[src/rtl/iommu_wsi_ig.sv]
// iommu_wsi_ig: wired-signalled interrupt generator for the IOMMU register map.
// Tracks the cip/fip/pmip pending bits, reports them back through hw2reg and
// drives one level-sensitive wire per interrupt vector.
// Optional macro IOMMU_WSI_HOLDOFF_EN adds a per-source re-set holdoff counter.
module iommu_wsi_ig #(
    parameter int N_INT_VEC      = 16,
    parameter int LOG2_VEC       = $clog2(N_INT_VEC),
    parameter int HOLDOFF_CYCLES = 8
) (
    input  logic                 clk_i,
    input  logic                 rst_ni,
    input  logic                 cq_cond_i,
    input  logic                 fq_cond_i,
    input  logic                 hpm_cond_i,
    input  logic                 cq_ie_i,
    input  logic                 fq_ie_i,
    input  logic                 hpm_ie_i,
    input  logic [LOG2_VEC-1:0]  civ_i,
    input  logic [LOG2_VEC-1:0]  fiv_i,
    input  logic [LOG2_VEC-1:0]  pmiv_i,
    input  logic                 wsi_en_i,
    input  logic [2:0]           ipsr_clr_i,
    output logic [2:0]           ipsr_o,
    output logic                 ipsr_de_o,
    output logic [N_INT_VEC-1:0] wsi_o
);

    if (N_INT_VEC < 2 || N_INT_VEC > 16 || (N_INT_VEC & (N_INT_VEC - 1)) != 0 ||
        HOLDOFF_CYCLES < 1 || HOLDOFF_CYCLES > 255) begin : g_param_err
        $error("iommu_wsi_ig: illegal parameter value");
    end

    // Source order everywhere: bit0 cq, bit1 fq, bit2 hpm.
    logic [2:0]           cond;
    logic [2:0]           ie;
    logic [2:0]           set_ok;
    logic [2:0]           pend_d;
    logic [2:0]           pend_q;
    logic                 de_d;
    logic                 de_q;
    logic [N_INT_VEC-1:0] wsi_d;
    logic [N_INT_VEC-1:0] wsi_q;
    logic [LOG2_VEC-1:0]  vec [3];

    assign cond   = {hpm_cond_i, fq_cond_i, cq_cond_i};
    assign ie     = {hpm_ie_i, fq_ie_i, cq_ie_i};
    assign vec[0] = civ_i;
    assign vec[1] = fiv_i;
    assign vec[2] = pmiv_i;

`ifdef IOMMU_WSI_HOLDOFF_EN
    logic [7:0] hold_d [3];
    logic [7:0] hold_q [3];

    // Holdoff counters: reload on every clear, count down to zero, block sets while non-zero.
    always_comb begin
        set_ok = '1;
        for (int s = 0; s < 3; s++) begin
            hold_d[s] = ipsr_clr_i[s] ? 8'(HOLDOFF_CYCLES) :
                        (hold_q[s] != 8'd0) ? hold_q[s] - 8'd1 : 8'd0;
            set_ok[s] = (hold_q[s] == 8'd0);
        end
    end

    // Holdoff counter registers.
    always_ff @(posedge clk_i or negedge rst_ni) begin
        if (!rst_ni) begin
            for (int s = 0; s < 3; s++) hold_q[s] <= '0;
        end else begin
            for (int s = 0; s < 3; s++) hold_q[s] <= hold_d[s];
        end
    end
`else
    assign set_ok = '1;
`endif

    // Pending next state: W1C clear beats a simultaneous level-sensitive set.
    always_comb begin
        pend_d = pend_q;
        for (int s = 0; s < 3; s++) begin
            pend_d[s] = ipsr_clr_i[s] ? 1'b0 :
                        (cond[s] & ie[s] & set_ok[s]) ? 1'b1 : pend_q[s];
        end
        de_d = (pend_d != pend_q);
    end

    // Wire decode from the registered pending bits, gated by fctl.wsi.
    always_comb begin
        wsi_d = '0;
        for (int s = 0; s < 3; s++) begin
            if (pend_q[s]) wsi_d[vec[s]] = 1'b1;
        end
        if (!wsi_en_i) wsi_d = '0;
    end

    // State registers: pending bits, data-enable pulse and interrupt wires.
    always_ff @(posedge clk_i or negedge rst_ni) begin
        if (!rst_ni) begin
            pend_q <= '0;
            de_q   <= 1'b0;
            wsi_q  <= '0;
        end else begin
            pend_q <= pend_d;
            de_q   <= de_d;
            wsi_q  <= wsi_d;
        end
    end

    assign ipsr_o    = pend_q;
    assign ipsr_de_o = de_q;
    assign wsi_o     = wsi_q;

endmodule

[config.mk]
export PLATFORM = sky130hd
export DESIGN_NAME = iommu_wsi_ig
export DESIGN_NICKNAME = d
export VERILOG_FILES = /design/src/rtl/iommu_wsi_ig.sv
export SDC_FILE = /design/constraint.sdc
export NUM_CORES = 1
export LEC_CHECK = 0
export ABC_AREA = 1
export CAP_MARGIN = 20
export CORE_MARGIN = 3
export CORE_UTILIZATION = 48
export DETAILED_ROUTE_END_ITERATION = 8
export PLACE_DENSITY = 0.82
export SETUP_SLACK_MARGIN = 0.2
export SYNTH_ARGS = -nofsm -noshare
export SYNTH_HDL_FRONTEND = slang
export SYNTH_SLANG_ARGS = --single-unit
[constraint.sdc]
create_clock -name clk_i -period 2.5 [get_ports clk_i]
set_input_delay 0.375 -clock clk_i [delete_from_list [all_inputs] [get_ports clk_i]]
set_output_delay 0.375 -clock clk_i [all_outputs]
set_load 0.02 [all_outputs]
==> results of run 1 <==
registers in the layout, indices dropped and copies added, names as in the netlist:
| register | cells |
|---|---|
| wsi_o | 16 |
| ipsr_o | 3 |
| ipsr_de_o | 1 |
synth_stat cells, types with 2 or more instances:
| master | number |
|---|---|
| dfrtp_1 | 20 |
| inv_2 | 6 |
| inv_1 | 28 |
| nand2_2 | 2 |
| nand3b_1 | 3 |
| nand3_1 | 51 |
| o21ai_0 | 6 |
| buf_2 | 2 |
| nor2_1 | 12 |
| nand2_1 | 40 |
| nor2_2 | 6 |
area by class of cell:
cell class	count	share of cell area, %
clock buffer	3	1.34
inverter	34	7.59
multi-input combinational	121	33.6
sequential	20	29.8
tap	28	2.08
timing repair buffer	43	25.6
placed cells by master, fill, tap and decap left out:
cell	netlist	layout
nor2_1	12	12
clkbuf_4	0	3
dfrtp_1	20	20
nor2_2	6	6
nor2_4	1	1
inv_1	28	28
nand3b_1	3	3
nand3_1	51	51
inv_2	6	6
clkdlybuf4s50_1	0	43
nand2_1	40	40
nand2_2	2	2
o21ai_0	6	6
logic make-up (layout without fill, tap and decap cells):
kind of cell / after synthesis / count (layout) / share of synthesized area (%)
compound gates: 6 / 6 / 2.45
buf+inv: 39 / 80 / 13.2
flops: 20 / 20 / 40.8
simple gates: 115 / 115 / 43.6
power breakdown:
| part | switching [W] | internal [W] | total, W |
|---|---|---|---|
| combinational | 0.0000851 | 0.0000700 | 0.000155 |
| clock | 0.0000864 | 0.0000561 | 0.000142 |
| sequential | 0.0000151 | 0.000334 | 0.000349 |
worst max path at each step:
stage	from	to	cells past startpoint
4_1_cts	ipsr_o[0]$_DFF_PN0_	ipsr_o[0]	1
3_3_place_gp	ipsr_o[0]$_DFF_PN0_	ipsr_o[0]	1
2_1_floorplan	ipsr_o[2]$_DFF_PN0_	wsi_o[1]$_DFF_PN0_	7
5_1_grt	ipsr_o[0]$_DFF_PN0_	ipsr_o[0]	1
3_5_place_dp	pmiv_i[0]	wsi_o[1]$_DFF_PN0_	7
6_report	ipsr_o[0]$_DFF_PN0_	ipsr_o[0]	1
metrics by stage:
stage	total power (W)	setup slack, ps	util, %	hold slack [ps]
finish	0.000647	534	72.5	550
global route	0.000685	456	72.5	632
CTS	0.000652	539	72.5	574
detailed placement	0.000509	873	71.5	747
global placement	0.000505	903	71.5	742
floorplan	0.000427	1420	-	79.4
layer usage:
layer | GRT usage (%) | vias to the layer above
met5 | 0 | -
met4 | 8.47 | 0
met3 | 3.45 | 16
met2 | 37.0 | 75
met1 | 26.4 | 575
li1 | - | 650
==> results.toml, run 1 <==
[final_layout]
multi_input_area_um2 = 564
final_area_um2 = 1680
fill_cells = 183
drive_above_1_share_pct = 8.14
stdcell_count = 249
syn_to_final_growth_pct = 37.0
seq_area_um2 = 500
final_nets = 247
diodes = 0

[timing]
slew_viol_final = 0
max_slew_margin_pct = 44.5
finalHoldViolations = 0
grt_setup_unrepaired = "false"
setup_viol = 0
worst_pin_slew_ps = 830
min_period_ps = 1970
timing.fmax_mhz = 509
fin_skew_ps = 5.00
tns_ps = 0
layout_worst_path_cycle_share_pct = 78.6

[routing]
ant_nets = 0
wl_met2_um = 1540
top_layer = "met4"
drt_iter0_drc = 112
drc = 0
vias_per_cell = 5.29
wire_per_inst_um = 12.6
drt_wl_total_um = 3150
wl_met3_um = 244
first_pass_iters = 6
wl_met1_um = 1260
num_vias = 1316

[synth]
ys_warn_count = 0
synth_edf_count = 0
synth_area_leaders = "dfrtp_1 41%, nand3_1 21%, nand2_1 12%"
synth_area_per_cell_um2 = 6.81
yosysUniqueCellTypes = 15
async_flop_share_pct = 100
synth_area_um2 = 1230
syn_nets = 204
yosysSeqAreaShare_pct = 40.8
ys_ff_latch = 20
synth.largest_area_cell = "dfrtp_1"
ys.flop_type = "dfrtp_1"
yosysTopAreaCellShare_pct = 40.8
syn_inst = 180

[cts]
clkSlewWorstSetupHoldPaths_ps = 100
postCtsSetupBuffers = 0
cts_hold_buffers = 0
clk_path_buf_depth = 2
clock_latency_ps = 290
cts.sinks = 20
cts_root_buffer = "clkbuf_4"
numCtsBuffers = 3
ctsHtreeMaxLevel = 1
cts_tree = "built"
post_cts_resize_count = 0

[run]
drv_cap = 0

[die]
row_count = 17
fp.dieW_um = 56.5
die_area_um2 = 3200
coreArea_um2 = 2320
die_h_um = 56.5
start_util_pct = 52.9
io_pins = 44

[power]
cellPowerDensity_nw_per_um2 = 385
p_leak_nw = 0.912
peakVddDrop_mv = 0.315

[worst_setup_path]
startpoint_type = "flop"
path_buf_inv = 1
worstPathCellList = "clkdlybuf4s50_1"
crit_path_top_delay_cell = "clkdlybuf4s50_1"
worstReg2RegStart = "ipsr_o[1]$_DFF_PN0_"
crit_path_end_kind = "output port"
cp_data_arrival_time_ps = 1590
r2r_cells = 6
crit_required_ps = 2120
timing.rr.end = "wsi_o[3]$_DFF_PN0_"
critPathTopFamily = "buffers and inverters"
crit_fanout = 15
crit_type = "flop to output port"
reg2reg_slack_ps = 1140
slowest_delay_ps = 690

[place]
globalplace.congestion = 1.04
place_area_um2 = 1660
dpl.cell_count = 246
dpl.hpwl_um = 2600
port_buffers = 43

[grt]
grt_max_degree = 21
grt_overflow = 0
grt_pass1_vias = 1215
antenna_found_initial = 0
grt_usage_pct = 21.4
grt_pass1_wl_um = 5400

[run_status]
status = "completed"

[min_path]
hp-class = "primary input to async pin"
No activity file was read; power rests on OpenSTA's default activity.
==> inputs of run 2 (changes only) <==
--- a/config.mk
+++ b/config.mk
@@ -8,9 +8,9 @@
 export ABC_AREA = 1
 export CAP_MARGIN = 20
 export CORE_MARGIN = 3
-export CORE_UTILIZATION = 48
+export CORE_UTILIZATION = 44
 export DETAILED_ROUTE_END_ITERATION = 8
-export PLACE_DENSITY = 0.82
+export PLACE_DENSITY = 0.76
 export SETUP_SLACK_MARGIN = 0.2
 export SYNTH_ARGS = -nofsm -noshare
 export SYNTH_HDL_FRONTEND = slang
==> constraint.sdc (replaced) <==
create_clock -name clk_i -period 1.88 [get_ports clk_i]
set_input_delay 0.282 -clock clk_i [delete_from_list [all_inputs] [get_ports clk_i]]
set_output_delay 0.282 -clock clk_i [all_outputs]
set_load 0.02 [all_outputs]
==> run 2 against run 1 <==
Effect of this change:
- sequential power is 31% higher
- combinational power increased by 37%
- worst hold slack got worse by 240 ps
- non-clock buffer count up 2
- routed wire length decreased by 4.9%
- core utilization decreased by 5.8 points
- clock power rose by 70%
- clock skew up 1.5 ps
- sequential share of layout area shrank 0.40 points
- register-to-register slack got worse by 460 ps
- via count is 3.3% lower
- critical path type unchanged
==> results.toml, run 2 (synthesis gave the netlist of run 1 again) <==
[run_status]
status = "completed"

[run]
drv_cap = 0

[die]
fp.dieW_um = 58.8
io_pins = 44
die_h_um = 58.8
start_util_pct = 47.8
coreArea_um2 = 2570
row_count = 18
die_area_um2 = 3460

[final_layout]
syn_to_final_growth_pct = 39.6
drive_above_1_share_pct = 10.3
layout_commonest_cell = "nand3_1"
final_cell_mix = "51 x nand3_1, 41 x clkdlybuf4s50_1, 40 x nand2_1"
final_nets = 249
diodes = 0
largest_reg_flops = 16

[cts]
cts_root_buffer = "clkbuf_4"
ctsHtreeMaxLevel = 1
cts_tree = "built"
numCtsBuffers = 3
post_cts_resize_count = 4
clkSlewWorstSetupHoldPaths_ps = 110
cts.sinks = 20
clk_path_buf_depth = 2
postCtsSetupBuffers = 0
clock_latency_ps = 300
cts_hold_buffers = 0

[grt]
grt_pass1_wl_um = 5090
antenna_found_initial = 0
grt_overflow = 0
grt_pass1_vias = 1220
grt_max_degree = 21
grt_usage_pct = 18.9

[worst_setup_path]
crit_required_ps = 1600
slowest_delay_ps = 600
worstPathCellList = "clkdlybuf4s50_1"
critPathTopFamily = "buffers and inverters"
path_buf_inv = 1
crit_type = "flop to output port"
crit_fanout = 2
cp_data_arrival_time_ps = 1250
crit_path_end_kind = "output port"
critical_path_depth = 1
startpoint_type = "flop"
crit_path_top_delay_cell = "clkdlybuf4s50_1"
r2r_cells = 7

[routing]
ant_nets = 0
drt_iter0_drc = 55
wire_per_inst_um = 11.8
drc = 0
first_pass_iters = 4
drt_wl_total_um = 2990
num_vias = 1273
vias_per_cell = 5.01

[power]
cellPowerDensity_nw_per_um2 = 534
p_leak_nw = 0.933
peakVddDrop_mv = 0.441

[place]
port_buffers = 43
globalplace.congestion = 0.976
dpl.hpwl_um = 2500
preCtsSetupSlack_ps = 357

[timing]
grt_setup_unrepaired = "false"
min_period_ps = 1540
max_slew_margin_pct = 65.3
setup_viol = 0
timing.fmax_mhz = 651
layout_worst_path_cycle_share_pct = 81.7
fin_skew_ps = 6.49
slew_viol_final = 0
tns_ps = 0
worst_slack_ps = 344
worst_pin_slew_ps = 519
finalHoldViolations = 0

[min_path]
hp-class = "primary input to async pin"
[run 2: cell count changes in the layout (fill, tap and decap cells not counted), sizes merged]
cell / delta
clkdlybuf4s50: -2
clkbuf: +1
buf: +2
dlygate4sd2: +2
[run 2: per-stage QoR]
| step | instance area, µm² | utilization, % | total power [W] | hold WS [ps] | cells |
|---|---|---|---|---|---|
| 3_5_place_dp | 1680 | 65.3 | 0.000682 | 658 | 250 |
| 6_report | 1710 | 66.7 | 0.000914 | 315 | 254 |
| 3_3_place_gp | 1680 | 65.3 | 0.000678 | 635 | 250 |
| 4_1_cts | 1710 | 66.7 | 0.000919 | 333 | 254 |
| 2_1_floorplan | 1230 | - | 0.000568 | -13.6 | 180 |
| 5_1_grt | 1710 | 66.7 | 0.000959 | 325 | 254 |
[run 2: final timing paths]
| check | start | endpoint | slack (ps) |
|---|---|---|---|
| worst max-delay path | ipsr_o[0]$_DFF_PN0_ | ipsr_o[0] | 340 |
| worst min-delay path | rst_ni | wsi_o[6]$_DFF_PN0_ | 320 |
| worst max register to register | ipsr_o[0]$_DFF_PN0_ | wsi_o[6]$_DFF_PN0_ | 680 |
| worst min register to register | ipsr_o[2]$_DFF_PN0_ | ipsr_o[2]$_DFF_PN0_ | 730 |
| max in group asynchronous | rst_ni | ipsr_o[1]$_DFF_PN0_ | 1350 |
| min in group clk_i | ipsr_clr_i[1] | ipsr_o[1]$_DFF_PN0_ | 560 |
[run 2: final cells by class]
class | count | area, µm²
fill | 259 | 856
multi-input combinational | 121 | 564
sequential | 20 | 503
timing repair buffer | 45 | 443
inverter | 34 | 128
tap | 30 | 37.5
clock buffer | 4 | 36.3
[run 2: power by group]
part	leakage [nW]	switching [W]	total, W	internal (W)
sequential	0.269	0.0000135	0.000458	0.000445
clock	0.0210	0.000124	0.000242	0.000118
combinational	0.643	0.000119	0.000213	0.0000943
total	0.933	0.000257	0.000914	0.000657
[run 2: metal layers]
layer	vias to the layer above	global-route usage (%)	wire, µm
met4	0	8.41	67
li1	652	-	-
met5	-	0	0
met3	12	4.82	232
met2	70	31.1	1410
met1	539	23.1	1280
